File: src/rtl/sha_uart_pkg.sv
// Shared types and constants for the SHA-256 digest to UART sequencer.
package sha_uart_pkg;

    typedef enum logic [2:0] {
        IDLE,
        START,
        WAIT_SHA,
        SEND,
        DONE
    } state_t;

    localparam int DIGEST_W = 256;

    localparam logic [7:0] CHAR_CR = 8'h0D;
    localparam logic [7:0] CHAR_LF = 8'h0A;

endpackage

File: src/rtl/sha_hex_encoder.sv
// Combinational nibble to uppercase ASCII hex character.
module sha_hex_encoder (
    input  logic [3:0] nibble,
    output logic [7:0] ascii
);

    always_comb begin
        if (nibble < 4'd10) begin
            ascii = 8'h30 + {4'h0, nibble};
        end else begin
            ascii = 8'h37 + {4'h0, nibble};
        end
    end

endmodule

File: src/rtl/sha_digest_uart_seq.sv
// Launches one SHA-256 run, captures the digest and streams it to the UART
// byte interface as uppercase hex or raw bytes, optionally followed by CR LF.
module sha_digest_uart_seq
    import sha_uart_pkg::*;
#(
    parameter bit          HEX_MODE       = 1'b1,
    parameter bit          APPEND_CRLF    = 1'b1,
    parameter int unsigned TIMEOUT_CYCLES = 1048576
) (
    input  logic                clk,
    input  logic                rst,
    input  logic                i_start,
    output logic                o_sha_start,
    input  logic                i_sha_done,
    input  logic [DIGEST_W-1:0] i_sha_digest,
    output logic [7:0]          o_tx_data,
    output logic                o_tx_valid,
    input  logic                i_tx_ready,
    output logic                o_busy,
    output logic                o_done,
    output logic                o_error
);

    localparam int PAYLOAD = HEX_MODE ? 64 : 32;
    localparam int N       = PAYLOAD + (APPEND_CRLF ? 2 : 0);
    localparam int TW      = $clog2(TIMEOUT_CYCLES + 1);

    localparam logic [6:0]    LAST_IDX     = 7'(N - 1);
    localparam logic [6:0]    PAYLOAD_IDX  = 7'(PAYLOAD);
    localparam logic [TW-1:0] TIMEOUT_LAST = TW'(TIMEOUT_CYCLES - 1);

    state_t              state;
    logic [DIGEST_W-1:0] digest_q;
    logic [6:0]          idx;
    logic [TW-1:0]       tcnt;

    logic [DIGEST_W-1:0] nib_shift;
    logic [DIGEST_W-1:0] byte_shift;
    logic [3:0]          nibble;
    logic [7:0]          hex_char;
    logic [7:0]          raw_byte;
    logic [7:0]          byte_sel;

    // Left-shifting by the index brings the selected nibble/byte to the MSBs.
    assign nib_shift  = digest_q << {idx, 2'b00};
    assign byte_shift = digest_q << {idx, 3'b000};
    assign nibble     = nib_shift[DIGEST_W-1 -: 4];
    assign raw_byte   = byte_shift[DIGEST_W-1 -: 8];

    sha_hex_encoder u_hex_encoder (
        .nibble (nibble),
        .ascii  (hex_char)
    );

    always_comb begin
        byte_sel = HEX_MODE ? hex_char : raw_byte;
        if (idx == PAYLOAD_IDX) begin
            byte_sel = CHAR_CR;
        end else if (idx > PAYLOAD_IDX) begin
            byte_sel = CHAR_LF;
        end
    end

    // Gated so the data bus reads zero whenever nothing is being offered.
    assign o_tx_data = o_tx_valid ? byte_sel : 8'h00;

    always_ff @(posedge clk or posedge rst) begin
        if (rst) begin
            state       <= IDLE;
            digest_q    <= '0;
            idx         <= '0;
            tcnt        <= '0;
            o_sha_start <= 1'b0;
            o_tx_valid  <= 1'b0;
            o_busy      <= 1'b0;
            o_done      <= 1'b0;
            o_error     <= 1'b0;
        end else begin
            case (state)
                IDLE: begin
                    if (i_start) begin
                        state       <= START;
                        o_error     <= 1'b0;
                        o_sha_start <= 1'b1;
                        o_busy      <= 1'b1;
                    end
                end
                START: begin
                    o_sha_start <= 1'b0;
                    tcnt        <= '0;
                    state       <= WAIT_SHA;
                end
                WAIT_SHA: begin
                    // Aborts after TIMEOUT_CYCLES full WAIT_SHA cycles without done.
                    if (i_sha_done) begin
                        digest_q   <= i_sha_digest;
                        idx        <= '0;
                        o_tx_valid <= 1'b1;
                        state      <= SEND;
                    end else if (tcnt == TIMEOUT_LAST) begin
                        o_error <= 1'b1;
                        o_busy  <= 1'b0;
                        state   <= IDLE;
                    end else begin
                        tcnt <= tcnt + TW'(1);
                    end
                end
                SEND: begin
                    if (i_tx_ready) begin
                        if (idx == LAST_IDX) begin
                            o_tx_valid <= 1'b0;
                            o_done     <= 1'b1;
                            state      <= DONE;
                        end else begin
                            idx <= idx + 7'd1;
                        end
                    end
                end
                DONE: begin
                    o_done <= 1'b0;
                    o_busy <= 1'b0;
                    state  <= IDLE;
                end
                default: begin
                    state <= IDLE;
                end
            endcase
        end
    end

endmodule

File: config.mk
export PLATFORM = sky130hd
export DESIGN_NAME = sha_digest_uart_seq
export DESIGN_NICKNAME = d
export VERILOG_FILES = /design/src/rtl/sha_uart_pkg.sv /design/src/rtl/sha_hex_encoder.sv /design/src/rtl/sha_digest_uart_seq.sv
export SDC_FILE = /design/constraint.sdc
export NUM_CORES = 1
export LEC_CHECK = 0
export BUFFER_PORTS_ARGS = -buffer_cell sky130_fd_sc_hd__buf_4
export CORE_MARGIN = 4
export CORE_UTILIZATION = 55
export DETAILED_ROUTE_END_ITERATION = 8
export PLACE_DENSITY_LB_ADDON = 0.15
export REMOVE_ABC_BUFFERS = 1
export SYNTH_ARGS = -nofsm -noshare
export SYNTH_HDL_FRONTEND = slang
export SYNTH_SLANG_ARGS = --single-unit
export TNS_END_PERCENT = 30
File: constraint.sdc
create_clock -name clk -period 11.79 [get_ports clk]
set_input_delay 1.179 -clock clk [delete_from_list [all_inputs] [get_ports clk]]
set_output_delay 1.179 -clock clk [all_outputs]
set_load 0.02 [all_outputs]
==> results of run 1 <==
cell usage in the layout, fill, tap and decap left out, types with 11 or more instances in the layout:
cell type	synthesis	routed
clkbuf_16	0	31
a21oi_1	14	14
nor2_1	40	40
mux4_2	68	68
nand4_1	11	11
inv_1	12	11
buf_4	4	281
mux2_2	257	257
xnor2_1	14	14
nand3_1	15	15
dfrtp_1	292	290
nand2_1	32	32
worst paths after layout:
| path | start | endpoint | slack, ps |
|---|---|---|---|
| worst min register to register | digest_q[69]$_DFFE_PP0P_ | digest_q[69]$_DFFE_PP0P_ | 500 |
| worst max register to register | state[2]$_DFFE_PP0P_ | digest_q[244]$_DFFE_PP0P_ | 7970 |
| worst max-delay path | idx[0]$_DFFE_PP0P_ | o_tx_data[2] | 5820 |
| max in group asynchronous | rst | idx[1]$_DFFE_PP0P_ | 9330 |
| min in group asynchronous | rst | digest_q[197]$_DFFE_PP0P_ | 780 |
| worst min-delay path | digest_q[69]$_DFFE_PP0P_ | digest_q[69]$_DFFE_PP0P_ | 500 |
state kept, by name, summed over array words and instances (netlist names):
name / flops
idx: 7
o_tx_valid: 1
o_busy: 1
tcnt: 21
o_sha_start: 1
state: 3
digest_q: 256
o_error: 1
o_done: 1
per-layer routing:
layer | vias to the layer above | GRT usage | part of all wire
met5 | - | 0 | 0
met4 | 0 | 0.0435 | 0.017
met3 | 42 | 0.0671 | 0.080
met2 | 228 | 0.382 | 0.48
met1 | 4269 | 0.320 | 0.42
li1 | 3938 | - | -
area by class of cell:
| class | instances | area, um2 | share of cell area |
|---|---|---|---|
| flip-flops and latches | 292 | 7310 | 0.438 |
| multi-input cells | 558 | 5840 | 0.350 |
| inverters | 12 | 52.6 | 0.00314 |
| clock buffers | 44 | 875 | 0.0523 |
| repair buffers | 281 | 2110 | 0.126 |
| well taps | 319 | 399 | 0.0239 |
| clock inverters | 12 | 120 | 0.00719 |
cell families (layout without fill, tap and decap cells):
family / count (synthesis) / count (layout) / synth area share
multiplexers: 327 / 327 / 0.330
XOR/XNOR: 21 / 21 / 0.0137
buffers and inverters: 70 / 349 / 0.0233
AO/OA/AOI/OAI: 61 / 61 / 0.0320
flip-flops: 292 / 292 / 0.543
AND/OR/NAND/NOR: 143 / 143 / 0.0527
other: 1 / 1 / 0.000279
adder cells (fa/ha/maj): 5 / 5 / 0.00465
where the power goes:
group | leakage, nW | total (mW) | switching [mW] | internal, mW
Combinational | 3.25 | 1.62 | 0.632 | 0.983
Clock | 0.492 | 0.950 | 0.393 | 0.558
Sequential | 3.50 | 1.74 | 0.272 | 1.47
per-stage QoR:
stage	power, mW	hold WS [ps]
5_1_grt	4.59	512
4_1_cts	4.36	505
6_report	4.31	501
3_3_place_gp	3.33	483
2_1_floorplan	3.13	475
3_5_place_dp	3.39	491
worst max-delay path: stages, from the launching register on:
cell	delay, ps
dfrtp_4	750
buf_4	720
mux4_2	590
mux4_2	500
a22o_1	230
a221oi_2	420
nand2b_1	180
ha_1	180
nor2b_1	160
and3b_1	170
o221a_1	170
buf_4	130
==> out/metrics.csv, run 1 <==
metric;value;unit
cts_hold_buf;0;
skew;4.02;ps
cts_root_buffer;clkbuf_16;
cts-resized-gates;0;
hold_violations;0;
area_growth;24.2;%
place_inst;1462;
r2r_cells;6;
finalInstanceArea;16700;um2
cts_max_level;1;
drv_slew;0;
synthCells;920;
leakage;7.25;nW
ys_warn_count;0;
synth_area_leaders;dfrtp_1 (54%), mux2_2 (22%), mux4_2 (11%);
rsz0062_at_grt;no;
layout_min_cycle_time;5970;ps
grt_max_degree;140;
synth_common_cells;dfrtp_1 (292), mux2_2 (257), mux4_2 (68);
dr.first_iter.drc_count;690;
vias;8477;
synth_cell_types;55;
die_w;164;um
wl_per_cell;20.5;um
fin_nets;1442;
wl;31.1;mm
path_max_fanout;41;
synth_area_leader_cell;dfrtp_1;
cts_buffer_depth;3;
grt_usage;0.234;
ys_seq_area_frac;0.543;
cts_tree;done;
viasPerCell;5.58;
io_pins;274;
cts_made_buffers;31;
worst_setup_path_start_kind;flip-flop;
layout.cells.non_filler;1518;
fmax;168;MHz
setup_viol;0;
hold_depth;1;
pre_cts_ws;6280;ps
fin_util;0.704;
endpoint_kind;output pin;
min_period_over_period;0.506;
ant_nets;0;
worst_ep_arrival_time;4790;ps
post_cts_buffers;0;
dieArea;27000;um2
io_buffers;272;
status;finished, final reports clean;
post_dp_cell_area;15700;um2
synth-async-reset-ratio;1.00;
clk_pin_slew;60;ps
cellPowerDensity;258;nW/um2
grt_pass1_wl;49.5;mm
grt_pass1_vias;9235;
slew_headroom;0.244;
tns;0;ps
drc;0;
syn-cell-area;13500;um2
synth_flop_cell;dfrtp_1;
netlist.area_leader.share;0.543;
dpl.hpwl;22.0;mm
ys_ff_latch;292;
n_antenna_cell;0;
clk_latency;550;ps
drive_above_1_share;0.552;
layout_setup_ws;5820;ps
synth_edf_count;0;
drv_cap;0;
first_pass_iters;5;
hold_path.class;reg2reg;
start_util;0.567;
cp.required;10610;ps
clock_sinks;292;
rows;56;
synth.most_common_cell;dfrtp_1;
antenna_found_initial;0;
fill_cells;1683;
die_h;164;um
gr-total-overflow;0;
place.gp.congestion;0.836;
critPathKind;reg2out;
core_area;23800;um2
syn_avg_cell_area;14.6;um2
worst_pin_slew;1130;ps
irDropWorstVdd;0.191;mV
(Power assumes the default switching activity.)
==> run 2: changes to the inputs <==
- clock period: 11.79 -> 5.91 ns (I/O delays scaled with it)
==> run 2 against run 1 <==
  * Clock-buffer cell count fell by 2
  * Design area barely moved
  * Register-to-register slack got worse by 5300 ps
  * Sequential power rose by 100%
  * Critical path depth fell by 1
  * Clock power rose by 96%
  * Combinational power rose by 96%
  * Via count rose by 0.67%
  * Utilization barely moved
  * Clock skew rose by 4.9 ps
  * Flip-flop and latch count did not move
  * Power rose by 99%
==> out/metrics.csv, run 2 (synthesis gave the netlist of run 1 again) <==
metric;value;unit;change
gr-total-overflow;0;;unchanged
cts_root_buffer;clkbuf_16;;
slew_headroom;0.197;;-0.0466
n_antenna_cell;0;;unchanged
drv_slew;0;;unchanged
wl;31.9;mm;+2.6%
setup_viol;0;;unchanged
met2_usage;0.388;;+0.00636
hold_violations;0;;unchanged
clkPwrFrac;0.216;;-0.005
cpLargestDelayFamily;multiplexers;;
dpl.hpwl;22.4;mm;+2.0%
cts_hold_buf;0;;unchanged
r2r-start;idx[1]$_DFFE_PP0P_;;
first_pass_iters;5;;unchanged
crit_slowest_cell;dfrtp_4;;
seqPwrFrac;0.414;;+0.009
viasPerCell;5.63;;+0.87%
rows;56;;unchanged
top_usage_layer;met2;;
io_buffers;272;;unchanged
critPathKind;reg2out;;
r2r_slack;2690;ps;-5280 ps
regMostFlops;digest_q;;
p_sw_frac;0.304;;+0.00339
start_util;0.567;;unchanged
clk_latency;550;ps;about the same
post_cts_buffers;0;;unchanged
cts_buffer_depth;3;;unchanged
place.gp.congestion;0.830;;-0.74%
path_buf_inv;1;;-1
worst_setup_path_start_kind;flip-flop;;
cts_tree;done;;
wl_per_cell;21.1;um;+2.8%
cts_made_buffers;31;;unchanged
reg.largest.list;digest_q: 256 flops, tcnt: 21 flops, idx: 7 flops;;
drive_above_1_share;0.554;;+0.00138
worstPathCellList;mux4_2 -> mux4_2 -> a22o_1 -> a221oi_2 -> nand2b_1 -> ha_1 -> nor2b_1 -> and3b_1 -> o221a_1 -> buf_4;;
multiInputGateArea;5840;um2;unchanged
drv_cap;0;;unchanged
grt_use_met3;0.0611;;-0.00599
irDropWorstVdd;0.461;mV;+140%
timing.rr.end;idx[6]$_DFFE_PP0P_;;
r2r_cells;9;;+3
cts_max_level;1;;unchanged
place_inst;1460;;-0.14%
die_w;164;um;unchanged
grt_usage;0.239;;+0.00505
cts-resized-gates;0;;unchanged
p_int;5.98;mW;+98%
combPwrFrac;0.370;;-0.005
grtUsageMet1;0.335;;+0.0149
status;finished, final reports clean;;
ant_nets;0;;unchanged
path_max_fanout;40;;-2.4%
drc;0;;unchanged
fmax;201;MHz;
leakage;7.24;nW;about the same
clk_pin_slew;60;ps;about the same
layout.cells.non_filler;1515;;-0.20%
grt_max_degree;144;;+2.9%
endpoint_kind;output pin;;
seq_area;7310;um2;unchanged
largest_reg_flops;256;;unchanged
fill_cells;1638;;-2.7%
die_h;164;um;unchanged
holdWs;191;ps;-309 ps
vias;8534;;+0.67%
worst_ep_arrival_time;4390;ps;-400 ps
final_common_cell;dfrtp_1;;
layout_min_cycle_time;4980;ps;
grt_pass1_wl;50.2;mm;+1.5%
antenna_found_initial;0;;unchanged
cellPowerDensity;514;nW/um2;+99%
path_common_cell;mux4_2;;
io_pins;274;;unchanged
grt_pass1_vias;9233;;-0.022%
rsz0062_at_grt;no;;
area_growth;24.1;%;about the same
max_stage_delay;920;ps;+170 ps
skew;8.89;ps;+4.87 ps
cp.required;5320;ps;-5290 ps
final_cell_mix;dfrtp_1 (290), buf_4 (277), mux2_2 (257);;
min_period_over_period;0.843;;
worst_pin_slew;1200;ps;+64.6 ps
hold_path.class;in2async;;
p_sw;2.61;mW;+100%
dieArea;27000;um2;unchanged
clock_sinks;292;;unchanged
core_area;23800;um2;unchanged
fin_nets;1440;;-0.14%
dr.first_iter.drc_count;592;;-14%
==> run 2: worst max path at each step <==
stage | from | to | slack [ps] | cells past startpoint
detailed placement | idx[0]$_DFFE_PP0P_ | o_tx_data[2] | 1420 | 9
global route | idx[0]$_DFFE_PP0P_ | o_tx_data[2] | 560 | 9
CTS | idx[0]$_DFFE_PP0P_ | o_tx_data[2] | 840 | 9
global placement | idx[0]$_DFFE_PP0P_ | o_tx_data[2] | 1560 | 9
floorplan | state[2]$_DFFE_PP0P_ | digest_q[0]$_DFFE_PP0P_ | -4470 | 4
finish | idx[0]$_DFFE_PP0P_ | o_tx_data[2] | 930 | 10
==> run 2: metal layers <==
| layer | share of wire | wire length [um] |
|---|---|---|
| met3 | 0.074 | 2360 |
| met4 | 0.017 | 554 |
| met5 | 0 | 0 |
| met1 | 0.43 | 13600 |
| met2 | 0.48 | 15400 |
==> run 2: worst reg2reg max path, stage by stage, from the launching register on <==
cell	delay, ps
dfrtp_4	820
buf_4	540
inv_1	170
ha_1	220
nand4_1	140
nand3_1	100
a21oi_1	630
nand4_1	230
xnor2_1	180
nor2_1	50
==> run 2: through the flow <==
stage | util | power [mW] | setup slack, ps | TNS [ps] | cell area (um2)
floorplan | - | 6.25 | -4470 | -1984510 | 13200
global placement | 0.662 | 6.66 | 1560 | 0 | 15700
detailed placement | 0.662 | 6.77 | 1420 | 0 | 15700
CTS | 0.703 | 8.67 | 840 | 0 | 16700
global route | 0.703 | 9.12 | 559 | 0 | 16700
finish | 0.703 | 8.59 | 926 | 0 | 16700
==> run 2: layout make-up <==
type                            count  share of cell area
Sequential cell                   292               0.438
Inverter                           12             0.00315
Clock inverter                     13             0.00599
Tap cell                          319              0.0239
Multi-Input combinational cell    558               0.350
Timing Repair Buffer              279               0.127
Clock buffer                       42              0.0525
==> run 2: power groups by stage <==
stage | logic (mW) | clock network, mW | registers (mW)
2_1_floorplan | 2.85 | 0 | 3.40
3_3_place_gp | 3.10 | 0 | 3.56
3_5_place_dp | 3.19 | 0 | 3.59
4_1_cts | 3.21 | 1.89 | 3.56
5_1_grt | 3.45 | 1.98 | 3.68
6_report | 3.18 | 1.86 | 3.55
==> run 3: changes to the inputs <==
- clock period: 5.91 -> 4.78 ns (I/O delays scaled with it)
==> run 3 against run 2 <==
  * Global-route usage rose by 0.45 points
  * Critical path depth stayed put
  * Critical path type unchanged
  * Clock skew grew 11 ps
  * Critical endpoint unchanged
==> out/metrics.csv, run 3 (synthesis gave the netlist of run 1 again) <==
metric;value;unit;change
viasPerCell;5.68;;+0.90%
area_growth;25.7;%;
start_util;0.567;;unchanged
finalPower;10.9;mW;+27%
r2r_cells;9;;unchanged
leakage;7.35;nW;+1.4%
cts_hold_buf;0;;unchanged
cts-resized-gates;0;;unchanged
cts_made_buffers;34;;+9.7%
vias;8679;;+1.7%
r2r-start;idx[1]$_DFFE_PP0P_;;
finalInstanceArea;16900;um2;+1.2%
worst_pin_slew;928;ps;-270 ps
final_cell_mix;dfrtp_1 (290), buf_4 (285), mux2_2 (257);;
core_area;23800;um2;unchanged
gr-total-overflow;0;;unchanged
drv_cap;0;;unchanged
irDropWorstVdd;0.536;mV;+16%
path_buf_inv;2;;+1
cts_max_level;2;;+1
drv_slew;0;;unchanged
first_pass_iters;5;;unchanged
place.gp.congestion;0.801;;-3.4%
cpLargestDelayFamily;multiplexers;;
cp.required;4300;ps;-1020 ps
layout.cells.non_filler;1527;;+0.79%
endpoint_kind;output pin;;
multiInputGateArea;5840;um2;unchanged
post_cts_buffers;0;;unchanged
min_period_over_period;0.936;;
cts_tree;done;;
largest_reg_flops;256;;unchanged
layout_setup_ws;308;ps;-619 ps
drc;0;;unchanged
fin_nets;1453;;+0.90%
wl_per_cell;21.4;um;+1.4%
pre_cts_ws;599;ps;-816 ps
clock_sinks;292;;unchanged
die_h;164;um;unchanged
clk_pin_slew;60;ps;about the same
rows;56;;unchanged
fill_cells;1626;;-0.73%
final_common_cell;dfrtp_1;;
clk_latency;500;ps;-50 ps
timing.rr.end;idx[6]$_DFFE_PP0P_;;
critPathKind;reg2out;;
worstPathCellList;buf_12 -> mux4_2 -> mux4_2 -> a221oi_2 -> nand2b_1 -> ha_1 -> nor2b_1 -> and3b_1 -> o221a_1 -> buf_4;;
holdWs;162;ps;-29.7 ps
drive_above_1_share;0.556;;+0.00241
skew;19.5;ps;+10.6 ps
slew_headroom;0.381;;+0.184
dpl.hpwl;23.0;mm;+2.6%
cellPowerDensity;647;nW/um2;+26%
regMostFlops;digest_q;;
wl;32.6;mm;+2.2%
worst_setup_path_start_kind;flip-flop;;
die_w;164;um;unchanged
r2r_slack;1840;ps;-850 ps
dr.first_iter.drc_count;625;;+5.6%
rsz0062_at_grt;no;;
layout_min_cycle_time;4470;ps;
fmax;224;MHz;
io_buffers;272;;unchanged
status;finished, final reports clean;;
cts_buffer_depth;3;;unchanged
path_max_fanout;19;;-53%
hold_violations;0;;unchanged
grt_max_degree;132;;-8.3%
max_stage_delay;700;ps;-220 ps
dieArea;27000;um2;unchanged
grt_usage;0.243;;+0.00451
worst_ep_arrival_time;3990;ps;-400 ps
io_pins;274;;unchanged
ant_nets;0;;unchanged
path_common_cell;mux4_2;;
reg.largest.list;digest_q: 256 flops, tcnt: 21 flops, idx: 7 flops;;
setup_viol;0;;unchanged
grt_pass1_wl;50.7;mm;+1.0%
grt_pass1_vias;9385;;+1.6%
place_inst;1469;;+0.62%
crit_slowest_cell;dfrtp_4;;
cts_root_buffer;clkbuf_16;;
post_dp_cell_area;15800;um2;+0.51%
seq_area;7310;um2;unchanged
antenna_found_initial;2;;+2
hold_path.class;in2async;;
## run 3: metal layers
metal | share of wire | vias up | track usage
li1 | - | 3945 | -
met1 | 0.41 | 4409 | 0.330
met2 | 0.49 | 279 | 0.393
met3 | 0.077 | 44 | 0.0676
met4 | 0.021 | 2 | 0.0665
met5 | 0.00040 | - | 0
## run 3: worst max path at each step
stage,startpoint,depth (start not counted),end
finish,idx[0]$_DFFE_PP0P_,10,o_tx_data[2]
global route,idx[0]$_DFFE_PP0P_,10,o_tx_data[1]
CTS,idx[0]$_DFFE_PP0P_,9,o_tx_data[2]
detailed placement,idx[0]$_DFFE_PP0P_,10,o_tx_data[2]
global placement,idx[0]$_DFFE_PP0P_,10,o_tx_data[2]
floorplan,state[2]$_DFFE_PP0P_,4,digest_q[0]$_DFFE_PP0P_
## run 3: metrics by stage
step / utilization / setup TNS, ps
2_1_floorplan: - / -2584890
3_3_place_gp: 0.666 / 0
3_5_place_dp: 0.666 / 0
4_1_cts: 0.711 / 0
5_1_grt: 0.712 / 0
6_report: 0.712 / 0
## run 3: cell type report
type / instances / area share
Multi-Input combinational cell: 558 / 0.346
Clock buffer: 48 / 0.0582
Sequential cell: 292 / 0.433
Antenna cell: 1 / 0.000148
Inverter: 12 / 0.00311
Tap cell: 319 / 0.0236
Clock inverter: 8 / 0.00555
Timing Repair Buffer: 289 / 0.131
## run 3: where the power goes
group          internal, mW  total (mW)  switching, mW
combinational          2.47        4.08           1.61
sequential             3.64        4.35          0.711
clock                  1.54        2.50          0.969
